File: src/rtl/cheat_loader_if.sv
// cheat_loader_if: HPS ioctl download port.
// Host drives the stream, loader back-pressures with ioctl_wait.
interface cheat_loader_if #(
   parameter int IOADDR_WIDTH = 25
);
   logic                    cheat_download;
   logic                    ioctl_wr;
   logic [IOADDR_WIDTH-1:0] ioctl_addr;
   logic [15:0]             ioctl_dout;
   logic                    ioctl_wait;

   modport master (
      output cheat_download,
      output ioctl_wr,
      output ioctl_addr,
      output ioctl_dout,
      input  ioctl_wait
   );

   modport slave (
      input  cheat_download,
      input  ioctl_wr,
      input  ioctl_addr,
      input  ioctl_dout,
      output ioctl_wait
   );
endinterface

File: src/rtl/cheat_loader.sv
// cheat_loader: assembles 16-byte cheat codes from the ioctl
// stream and strobes them into the 32/16 cheat engine.
module cheat_loader #(
   parameter int MAX_CODES    = 32,
   parameter int CLEAR_CYCLES = 4,
   parameter int HOLD_CYCLES  = 2,
   parameter int IOADDR_WIDTH = 25,
   localparam int CW = $clog2(MAX_CODES + 1)
) (
   input  logic          clk,
   input  logic          reset_n,
   cheat_loader_if.slave ioctl,
   output logic          engine_reset,
   output logic [128:0]  code,
   output logic [CW-1:0] code_count,
   output logic          overflow
);

   localparam int TMAX = (CLEAR_CYCLES > HOLD_CYCLES) ?
                         CLEAR_CYCLES : HOLD_CYCLES;
   localparam int TW   = $clog2(TMAX + 1);

   typedef enum logic [2:0] {
      IDLE,
      CLEAR,
      COLLECT,
      STB_HI,
      STB_LO
   } state_t;

   state_t          state_q;
   logic [TW-1:0]   tmr_q;
   logic            dl_q;
   logic            er_q;
   logic            wait_q;
   logic            stb_q;
   logic [127:0]    buf_q;
   logic [CW-1:0]   cnt_q;
   logic            ovf_q;

   logic            dl;
   logic            dl_rise;
   logic [2:0]      w;
   logic [2:0]      lane;
   logic [6:0]      lo;
   logic            last_clr;
   logic            last_hold;
   logic            room;
   logic            addr_unused;

   assign dl        = ioctl.cheat_download;
   assign dl_rise   = dl & ~dl_q;
   assign w         = ioctl.ioctl_addr[3:1];
   // field f = w>>1 sits at 32*(3-f); odd words fill the upper half
   assign lane      = {~w[2:1], w[0]};
   assign lo        = {lane, 4'b0000};
   assign last_clr  = (tmr_q == TW'(CLEAR_CYCLES - 1));
   assign last_hold = (tmr_q == TW'(HOLD_CYCLES - 1));
   assign room      = (cnt_q < CW'(MAX_CODES));

   // only the word index within a 16-byte code matters
   assign addr_unused = ^{ioctl.ioctl_addr[IOADDR_WIDTH-1:4],
                          ioctl.ioctl_addr[0]};

   assign ioctl.ioctl_wait = wait_q;
   assign engine_reset     = er_q;
   assign code             = {stb_q, buf_q};
   assign code_count       = cnt_q;
   assign overflow         = ovf_q;

   // download sequencer with registered outputs
   always_ff @(posedge clk or negedge reset_n) begin
      if (!reset_n) begin
         state_q <= IDLE;
         tmr_q   <= '0;
         // treat a download already active at reset as old
         dl_q    <= 1'b1;
         er_q    <= 1'b0;
         wait_q  <= 1'b0;
         stb_q   <= 1'b0;
         buf_q   <= '0;
         cnt_q   <= '0;
         ovf_q   <= 1'b0;
      end else begin
         dl_q <= dl;
         if (dl_rise) begin
            state_q <= CLEAR;
            tmr_q   <= '0;
            er_q    <= 1'b1;
            wait_q  <= 1'b1;
            stb_q   <= 1'b0;
            buf_q   <= '0;
            cnt_q   <= '0;
            ovf_q   <= 1'b0;
         end else begin
            unique case (state_q)
               IDLE: begin
                  tmr_q <= '0;
               end
               CLEAR: begin
                  if (last_clr) begin
                     er_q    <= 1'b0;
                     wait_q  <= 1'b0;
                     tmr_q   <= '0;
                     state_q <= dl ? COLLECT : IDLE;
                  end else begin
                     tmr_q <= tmr_q + 1'b1;
                  end
               end
               COLLECT: begin
                  if (!dl) begin
                     // download aborted: drop the partial code
                     buf_q   <= '0;
                     state_q <= IDLE;
                  end else if (ioctl.ioctl_wr) begin
                     buf_q[lo +: 16] <= ioctl.ioctl_dout;
                     if (w == 3'd7) begin
                        if (room) begin
                           stb_q   <= 1'b1;
                           wait_q  <= 1'b1;
                           tmr_q   <= '0;
                           state_q <= STB_HI;
                        end else begin
                           ovf_q <= 1'b1;
                        end
                     end
                  end
               end
               STB_HI: begin
                  if (last_hold) begin
                     stb_q   <= 1'b0;
                     cnt_q   <= cnt_q + 1'b1;
                     tmr_q   <= '0;
                     state_q <= STB_LO;
                  end else begin
                     tmr_q <= tmr_q + 1'b1;
                  end
               end
               STB_LO: begin
                  if (last_hold) begin
                     wait_q  <= 1'b0;
                     tmr_q   <= '0;
                     state_q <= dl ? COLLECT : IDLE;
                  end else begin
                     tmr_q <= tmr_q + 1'b1;
                  end
               end
               default: begin
                  state_q <= IDLE;
               end
            endcase
         end
      end
   end

endmodule

File: src/flat_wrapper.sv
// flat-port wrapper written by rule: the top's interface ports become plain ports
module cheat_loader_flat 
#(
   parameter int MAX_CODES    = 32,
   parameter int CLEAR_CYCLES = 4,
   parameter int HOLD_CYCLES  = 2,
   parameter int IOADDR_WIDTH = 25,
   localparam int CW = $clog2(MAX_CODES + 1)
)
  (clk, reset_n, engine_reset, code, code_count, overflow, ioctl_cheat_download, ioctl_ioctl_wr, ioctl_ioctl_addr, ioctl_ioctl_dout, ioctl_ioctl_wait);
  cheat_loader_if #(.IOADDR_WIDTH(IOADDR_WIDTH)) ioctl_i ();
  input  logic clk;
  input  logic reset_n;
  output logic engine_reset;
  output logic [128:0] code;
  output logic [CW-1:0] code_count;
  output logic overflow;
  input wire logic [$bits(ioctl_i.cheat_download)-1:0] ioctl_cheat_download;
  input wire logic [$bits(ioctl_i.ioctl_wr)-1:0] ioctl_ioctl_wr;
  input wire logic [$bits(ioctl_i.ioctl_addr)-1:0] ioctl_ioctl_addr;
  input wire logic [$bits(ioctl_i.ioctl_dout)-1:0] ioctl_ioctl_dout;
  output wire logic [$bits(ioctl_i.ioctl_wait)-1:0] ioctl_ioctl_wait;
  assign ioctl_i.cheat_download = ioctl_cheat_download;
  assign ioctl_i.ioctl_wr = ioctl_ioctl_wr;
  assign ioctl_i.ioctl_addr = ioctl_ioctl_addr;
  assign ioctl_i.ioctl_dout = ioctl_ioctl_dout;
  assign ioctl_ioctl_wait = ioctl_i.ioctl_wait;
  cheat_loader #(.MAX_CODES(MAX_CODES), .CLEAR_CYCLES(CLEAR_CYCLES), .HOLD_CYCLES(HOLD_CYCLES), .IOADDR_WIDTH(IOADDR_WIDTH)) u_core (.clk(clk), .reset_n(reset_n), .ioctl(ioctl_i), .engine_reset(engine_reset), .code(code), .code_count(code_count), .overflow(overflow));
endmodule
File: config.mk
export PLATFORM = sky130hd
export DESIGN_NAME = cheat_loader_flat
export DESIGN_NICKNAME = d
export VERILOG_FILES = /design/src/rtl/cheat_loader_if.sv /design/src/rtl/cheat_loader.sv /design/src/flat_wrapper.sv
export SDC_FILE = /design/constraint.sdc
export NUM_CORES = 1
export LEC_CHECK = 0
export ABC_AREA = 1
export BUFFER_PORTS_ARGS = -buffer_cell sky130_fd_sc_hd__buf_2
export CAP_MARGIN = 40
export CORE_MARGIN = 2
export CORE_UTILIZATION = 55
export CTS_BUF_LIST = sky130_fd_sc_hd__clkbuf_8
export DETAILED_ROUTE_END_ITERATION = 16
export GPL_ROUTABILITY_DRIVEN = 0
export PLACE_DENSITY = 0.8
export SLEW_MARGIN = 20
export SYNTH_ARGS = -nofsm -noshare
export SYNTH_HDL_FRONTEND = slang
export SYNTH_SLANG_ARGS = --single-unit
export TNS_END_PERCENT = 50
File: constraint.sdc
create_clock -name clk -period 2.5 [get_ports clk]
set_input_delay 0.375 -clock clk [delete_from_list [all_inputs] [get_ports clk]]
set_output_delay 0.375 -clock clk [all_outputs]
set_load 0.05 [all_outputs]
Yosys cells after proc, flatten, opt, wreduce, memory -nomap -nowiden

Cells that the tools add are included.

Add/subtract/negate cells: 3
Magnitude comparators: 1
Equality and inequality tests: 20
Shift-type cells: 2
Mux-type cells: 44
Bitwise gates (word level): 3
Reduce and logical (&&, ||, !) cells: 21

Operators by type and width:

| cell                     | count |
|---|---|
| $mux 128                 | 4 |
| $bwmux 128               | 1 |
| $shift 16x9->128 const A | 1 |
| $shiftx 16x9->128        | 1 |
| $mux 3                   | 15 |
| $mux 6                   | 3 |
| $ne 3x1->1 const B       | 6 |
| $mux 1                   | 16 |
| $reduce_bool 2->1        | 8 |
| $pmux 3 s5               | 1 |
| $reduce_and 7->1         | 2 |
| $pmux 3 s4               | 1 |
| $reduce_and 5->1         | 2 |
| $eq 3x2->1 const B       | 3 |
| $neg 7->9                | 1 |
| $ne 4x2->1 const B       | 2 |
| $add 6x1->6 const B      | 1 |
| $eq 3x1->1 const B       | 2 |
| $eq 3x3->1 const B       | 2 |
| $lt 6x6->1 const B       | 1 |
| $ne 3x2->1 const B       | 2 |
| $reduce_and 2->1         | 3 |
| $reduce_and 6->1         | 1 |
| $reduce_bool 5->1        | 1 |
| other kinds (13)         | 14 |

Bits in registers: 145
Bits of input ports: 45
Output and inout port bits: 138
Word-level logic and storage cells: 103

Depth between registers and ports, before layout

Gate-level depths: netlist (run 1).

Depth in word-level cells: 8
Gate-level depth with buffers: 11
Depth with buffers taken out: 11

Worst setup path before layout (run 1)

OpenSTA, ideal clock, no wires.

Path type: input to register
Start point: in ioctl_ioctl_addr[1]
End point: reg u_core.buf_q[26]
Library setup time: 126 ps
Arrival: 1,767 ps
Required time: 2,374 ps
Path slack: 606 ps
Cell stages on the path: 7
Buffers on the path: 1
Cell sequence: inv_2 -> ha_1 -> ha_1 -> nand4_1 -> a21oi_2 -> buf_2 -> o21ai_0

Longest elaborated chain between the ends: 7
Elaborated cells between the ends (all ways): 8
Classes of those cells: add/sub (1); shift (2); mux (5)

Ends and longest elaborated chain:

| what                                                         | RTL line            | text |
|---|---|---|
| start: declaration                                           | flat_wrapper.sv:20  | `input wire logic [$bits(ioctl_i.ioctl_addr)-1:0] ioctl_ioctl_addr;` |
| $neg 7->9 *                                                  | cheat_loader.sv:116 | `buf_q[lo +: 16] <= ioctl.ioctl_dout;` |
| $shiftx 16x9->128 / $shift 16x9->128 (equally long branches) | cheat_loader.sv:116 |  |
| $bwmux 128 *                                                 | cheat_loader.sv:116 |  |
| $mux 128 *                                                   | cheat_loader.sv:115 | `end else if (ioctl.ioctl_wr) begin` |
| $mux 128 *                                                   | cheat_loader.sv:111 | `if (!dl) begin` |
| $mux 128 *                                                   | cheat_loader.sv:96  | `unique case (state_q)` |
| $mux 128 *                                                   | cheat_loader.sv:86  | `if (dl_rise) begin` |
| end signal: indexed assignment                               | cheat_loader.sv:116 |  |
| end: declaration                                             | cheat_loader.sv:37  | `logic [127:0] buf_q;` |

Mark *: on every way between the ends. The rest lies on a longest branch, timed or not. The select of a mux whose other input is x is not followed.
A chain may end at the register's enable or synchronous reset.

Worst setup path after layout (run 1)

Start point: reg u_core.dl_q
End point: reg u_core.buf_q[116]

Longest elaborated chain between the ends: 4
Elaborated cells between the ends (all ways): 6
Classes of those cells: eq/ne (1); mux (1); bitwise (2); reduce/logical (2)

Ends and longest elaborated chain:

| what                                                             | RTL line           | text |
|---|---|---|
| start: declaration                                               | cheat_loader.sv:33 | `logic dl_q;` |
| start signal: assignment                                         | cheat_loader.sv:85 | `dl_q <= dl;` |
| $not 1->1 *                                                      | cheat_loader.sv:52 | `assign dl_rise = dl & ~dl_q;` |
| $and 1x1->1 *                                                    | cheat_loader.sv:52 |  |
| $ne 3x1->1 (no line) / $reduce_bool 2->1 (equally long branches) | n/a                |  |
| $reduce_and 2->1 (no line)                                       | n/a                |  |

Mark *: on every way between the ends. The rest lies on a longest branch, timed or not.

==> summary.txt, run 1 <==
Logic synthesis
  • Yosys warns: 0
  • Seq/Total Area, Yosys: 57.94%
  • Post-synth ARST share: 100.0%
  • Number of flops mapped to enable cells by yosys: 0
  • Cell taking the most area after synthesis: dfrtp_1
  • Avg Inst Size Synth: 8.737 um2
  • Share of the synthesized area in the top cell type: 57.52%
  • Cells after Synth: 717
  • Count of state elements after synthesis: 145
  • Commonest cells post-synth: nand2_1, dfrtp_1, inv_1
  • Synth area leaders: dfrtp_1, nand2_1, o21ai_0, inv_1, o21ai_1
  • Top_reg_cell synth: dfrtp_1
  • Cell area after synthesis: 6265 um2
  • Count leader, synth: nand2_1
  • Syn Nets: 771
  • Count of cell types in the netlist: 35

GRT
  • Total track usage: 28.41%
  • Number of global-route vias before repair: 5335
  • Grt ovf: 0
  • Largest net degree at the start of global routing: 55
  • First-pass GRT wire length: 27410 um
  • Initial antenna violation count: 2

Clock tree
  • CTS root buf: clkbuf_8
  • CTS max path bufs: 2
  • Post-CTS sizing: 0
  • Worst skew pair latency: 450 ps
  • Clock slew at reported path FFs: 80 ps
  • CTS Buf Count: 17
  • Sink Count: 145
  • CTS H-tree depth: 4
  • CTS tree: yes

STA
  • Worst slew margin: 55.00%
  • Skew final: 7.606 ps
  • Final setup vio count: 0
  • Final worst setup slack: 306.8 ps
  • F_max: 0.4560 GHz
  • Post-layout min period: 2193 ps
  • RSZ-0062 raised after global routing: no
  • Worst-margin pin slew: 674.9 ps
  • Setup tns final: 0 ps
  • Period Utilization, post-route: 87.73%
  • Final slew viol count: 0
  • Final hold vios: 0

Power and ir drop
  • Pwr Total: 6.286 mW
  • PD cells: 827.2 nW/um2
  • Maximum VDD drop: 0.0005204 V
  • Leakage: 4.233 nW

Setup path
  • Kind of critical path: flip-flop to flip-flop
  • CP Capture Type: flip-flop
  • Crit path max fanout: 28
  • Arr. time, crit path: 2560 ps
  • Crit path required time: 2860 ps
  • Worst setup SP type: flip-flop

Detailed routing
  • DR iter-0 viols: 533
  • Drt pass-1 iters: 5
  • Post-route ant nets: 0
  • WL per Instance: 16.51 um
  • Vias/cell: 5.324
  • Residual DRC: 0
  • Via count: 5505
  • Wirelength, routed: 17070 um

Hold path
  • Worst min path class: primary input to flip-flop

Run status
  • Status: finished clean

Final layout
  • Post-Route Utilization: 69.18%
  • Share of layout cells above drive strength 1: 25.76%
  • # nets final: 934
  • Synth-to-Final Area Change: 21.29%

Die
  • Die X: 110.7 um
  • I/O pins: 183
  • Chip height: 110.7 um
  • Starting density of the core: 57.04%
  • Core ar.: 10980 um2
  • Die ar.: 12260 um2
  • Row Count: 38

Place
  • Setup slack after placement: 84.62 ps
  • DP HPWL: 12450 um
  • Port buffer count: 160

Run
  • Max_cap viols: 0
kinds of logic (layout without fill, tap and decap cells):
logic type	after synthesis	count (layout)	synth area share, %
DFF	145	145	57.94
and+or+nand+nor	354	354	23.67
adders and majority gates	9	9	1.798
xor gates and xnor gates	1	1	0.1398
buffers and inverters	105	281	7.350
other	0	1	0
AOI/OAI and AO/OA	103	103	9.107
flip-flops by register name (all words and copies together) (netlist names):
register and flops:
u_core.dl_q 1, u_core.code_count 6, u_core.tmr_q 3, u_core.buf_q 128, u_core.ioctl.ioctl_wait 1, u_core.engine_reset 1
u_core.overflow 1, u_core.state_q 3, u_core.stb_q 1
worst paths after layout:
kind                                      start                end  slack [ps]  depth (start not counted)
setup / recovery                    u_core.dl_q  u_core.buf_q[116]         310                          8
hold reg to reg                u_core.buf_q[78]   u_core.buf_q[78]         470                          2
min in group asynchronous               reset_n  u_core.buf_q[123]         440                          2
max in group asynchronous               reset_n   u_core.buf_q[29]        1340                          3
setup reg to reg                    u_core.dl_q  u_core.buf_q[116]         310                          8
hold / removal             ioctl_cheat_download        u_core.dl_q          70                          1
metal layers:
layer / up-vias / global-route usage [%] / wire length (um)
li1: 2599 / - / -
met4: 0 / 10.75 / 335
met3: 27 / 6.834 / 1298
met1: 2617 / 36.83 / 7011
met5: - / 0 / 0
met2: 262 / 46.75 / 8421
cell usage in the layout (no fill, tap or decap), types with 3 or more instances in the layout:
cell	netlist	routed
nor2_1	27	27
nand3_1	21	21
o21ai_1	27	27
o21ai_0	55	55
dfrtp_1	144	144
nand2_2	5	5
o21ai_2	5	5
nor2_2	4	4
nand4_1	20	20
buf_12	0	3
inv_1	72	72
a21oi_1	4	4
nand2_1	269	269
buf_4	4	6
inv_2	4	4
ha_1	9	9
buf_2	15	159
o22ai_1	6	6
clkbuf_8	0	23
clkinv_2	0	5
worst max-delay path, stage by stage, from the launching register on:
cell	delay, ps
dfstp_2	560
nand2_2	130
inv_2	250
nand2_2	100
nand2_4	220
inv_4	180
nand2_2	440
nand2_1	90
o21ai_1	120
per-stage QoR:
step / area (um2) / hold slack [ps] / cells
global route: 7599 / 67.20 / 1034
detailed placement: 7191 / 360.1 / 1000
global placement: 7191 / 352.9 / 1000
CTS: 7596 / 53.74 / 1033
finish: 7599 / 73.90 / 1034
floorplan: 6265 / 79.41 / 717
where the power goes:
group | total (mW) | internal, mW | switching (mW)
logic | 1.76 | 0.386 | 1.37
registers | 2.72 | 2.56 | 0.163
clock network | 1.81 | 0.938 | 0.872
cell type report:
type | instances | area, um2
Timing Repair Buffer | 170 | 922.1
Tap cell | 140 | 175.2
Multi-Input combinational cell | 467 | 2175
Fill cell | 883 | 3385
Clock buffer | 23 | 316.6
Antenna cell | 1 | 2.502
Clock inverter | 9 | 78.83
Sequential cell | 145 | 3630
Inverter | 79 | 299.0
what timing repair did:
item,4_1_cts,5_1_grt
hold buffers,1,0
endpoints found under the hold margin,51,0
buffers inserted,0,0
(Power assumes the default switching activity.)
==> run 2: changes to the inputs <==
- BUFFER_PORTS_ARGS: -buffer_cell sky130_fd_sc_hd__buf_2 -> default
- DONT_BUFFER_PORTS: default -> 1
- PLACE_DENSITY: 0.8 -> 0.66
==> run 2 against run 1 <==
Net effect:
- the run now ends with hold timing left
- sequential share of layout area up 6.6 points
- utilization decreased by 8.4 points
- cell count is 16% lower
- final area is 12% lower
- critical path type unchanged
- largest cell class unchanged
==> summary.txt, run 2 (synthesis gave the netlist of run 1 again) <==
Run status
  • Status: finished with violations
  • Failing checks: hold timing

Die
  • Row Count: 38
  • Chip height: 110.7 um
  • Starting density of the core: 57.04%
  • Core ar.: 10980 um2
  • I/O pins: 183
  • Die ar.: 12260 um2
  • Die X: 110.7 um

Place
  • Cells after DPL: 839
  • Placed Area: 6339 um2
  • DP HPWL: 10860 um
  • Setup slack after placement: 335.8 ps
  • Port buffer count: 0

Final layout
  • Post-Route Utilization: 60.83%
  • Biggest register: u_core.buf_q
  • Multi-input gate area: 2175 um2
  • Fill count: 959
  • Design area: 6681 um2
  • Share of layout cells above drive strength 1: 9.016%
  • Most frequent cells in the layout: nand2_1, dfrtp_1, inv_1, o21ai_0
  • Synth-to-Final Area Change: 6.651%
  • # nets final: 773
  • Ant. Diodes: 0
  • Most common cell after layout, fill and taps aside: nand2_1
  • Max reg flops: 128
  • Register area: 3630 um2
  • Final non-filler cell total: 872

Hold path
  • Worst min path class: primary input to asynchronous set/reset pin

Setup path
  • Kind of critical path: flip-flop to flip-flop
  • Crit-path slowest cell: dfstp_2
  • Arr. time, crit path: 2450 ps
  • Crit path required time: 2850 ps
  • Worst setup SP type: flip-flop
  • Crit path cell chain: inv_1 > nand2_2 > nand2_2 > nand2_4 > inv_4 > nand2_2 > nand2_1 > o21ai_0
  • CP bufs+invs: 2
  • CP top delay family: simple AND/OR/NAND/NOR gates
  • CP dominant cell by count: nand2_2
  • Crit path max fanout: 28
  • CP Capture Type: flip-flop
  • Critical Path Max Stage Delay: 550 ps

STA
  • Worst slew margin: 53.25%
  • Worst-margin pin slew: 701.2 ps
  • RSZ-0062 raised after global routing: no
  • Final slew viol count: 0
  • Final worst setup slack: 404.3 ps
  • Setup tns final: 0 ps
  • Skew final: 13.97 ps
  • WHS: -374.0 ps
  • Final setup vio count: 0
  • Period Utilization, post-route: 83.83%
  • Post-layout min period: 2096 ps
  • Final hold vios: 145
  • F_max: 0.4772 GHz

GRT
  • Grt ovf: 0
  • Initial antenna violation count: 0
  • Largest net degree at the start of global routing: 146
  • Number of global-route vias before repair: 4646
  • Total track usage: 25.54%
  • First-pass GRT wire length: 24730 um

Clock tree
  • CTS tree: yes
  • CTS H-tree depth: 4
  • CTS max path bufs: 2
  • CTS Buf Count: 17
  • Setup Fix Bufs, Post-CTS: 0
  • Clock slew at reported path FFs: 70 ps
  • Worst skew pair latency: 440 ps
  • Post-CTS sizing: 0
  • CTS root buf: clkbuf_8
  • # hold bufs at CTS: 1
  • Sink Count: 145

Detailed routing
  • WL per Instance: 17.24 um
  • Via count: 4725
  • Drt pass-1 iters: 4
  • DR iter-0 viols: 410
  • Post-route ant nets: 0
  • Wirelength, routed: 15040 um
  • Residual DRC: 0
  • Vias/cell: 5.419

Run
  • Max_cap viols: 0

Power and ir drop
  • Pwr Total: 5.759 mW
  • Maximum VDD drop: 0.0004803 V
  • PD cells: 862.0 nW/um2
  • Leakage: 3.359 nW
## run 2: layout make-up
cell class              instances  area share [%]
clock buffers                  19           3.914
inverters                      79           4.476
repair buffers                  9           1.049
multi-input cells             467           32.55
flip-flops and latches        145           54.33
clock inverters                13           1.067
well taps                     140           2.622
## run 2: routing by layer
metal | routed length [um] | track usage [%] | vias to the layer above
li1 | - | - | 2265
met4 | 391 | 10.67 | 0
met1 | 6343 | 33.12 | 2250
met5 | 0 | 0 | -
met3 | 1591 | 11.21 | 31
met2 | 6709 | 37.67 | 179
## run 2: path summary, 6_finish.rpt
check	from	end	slack, ps	cells after the start
hold reg to reg	u_core.tmr_q[2]	u_core.tmr_q[2]	510	2
setup reg to reg	u_core.dl_q	u_core.buf_q[120]	400	8
hold / removal	reset_n	u_core.buf_q[69]	-370	0
max in group asynchronous	reset_n	u_core.dl_q	2660	0
min in group clk	ioctl_ioctl_dout[14]	u_core.buf_q[78]	50	2
setup / recovery	u_core.dl_q	u_core.buf_q[120]	400	8
## run 2: worst reg2reg max path, cell delays in order, from the launching register on
cell     delay [ps]
dfstp_2         550
inv_1            50
nand2_2         250
nand2_2         160
nand2_4         220
inv_4           180
nand2_2         400
nand2_1         110
o21ai_0          90
## run 2: power by group
group | total, mW | switching [mW] | internal, mW | leakage (nW)
sequential | 3.39 | 0.847 | 2.54 | 1.99
clock | 1.56 | 0.839 | 0.718 | 0.189
combinational | 0.813 | 0.568 | 0.245 | 1.18
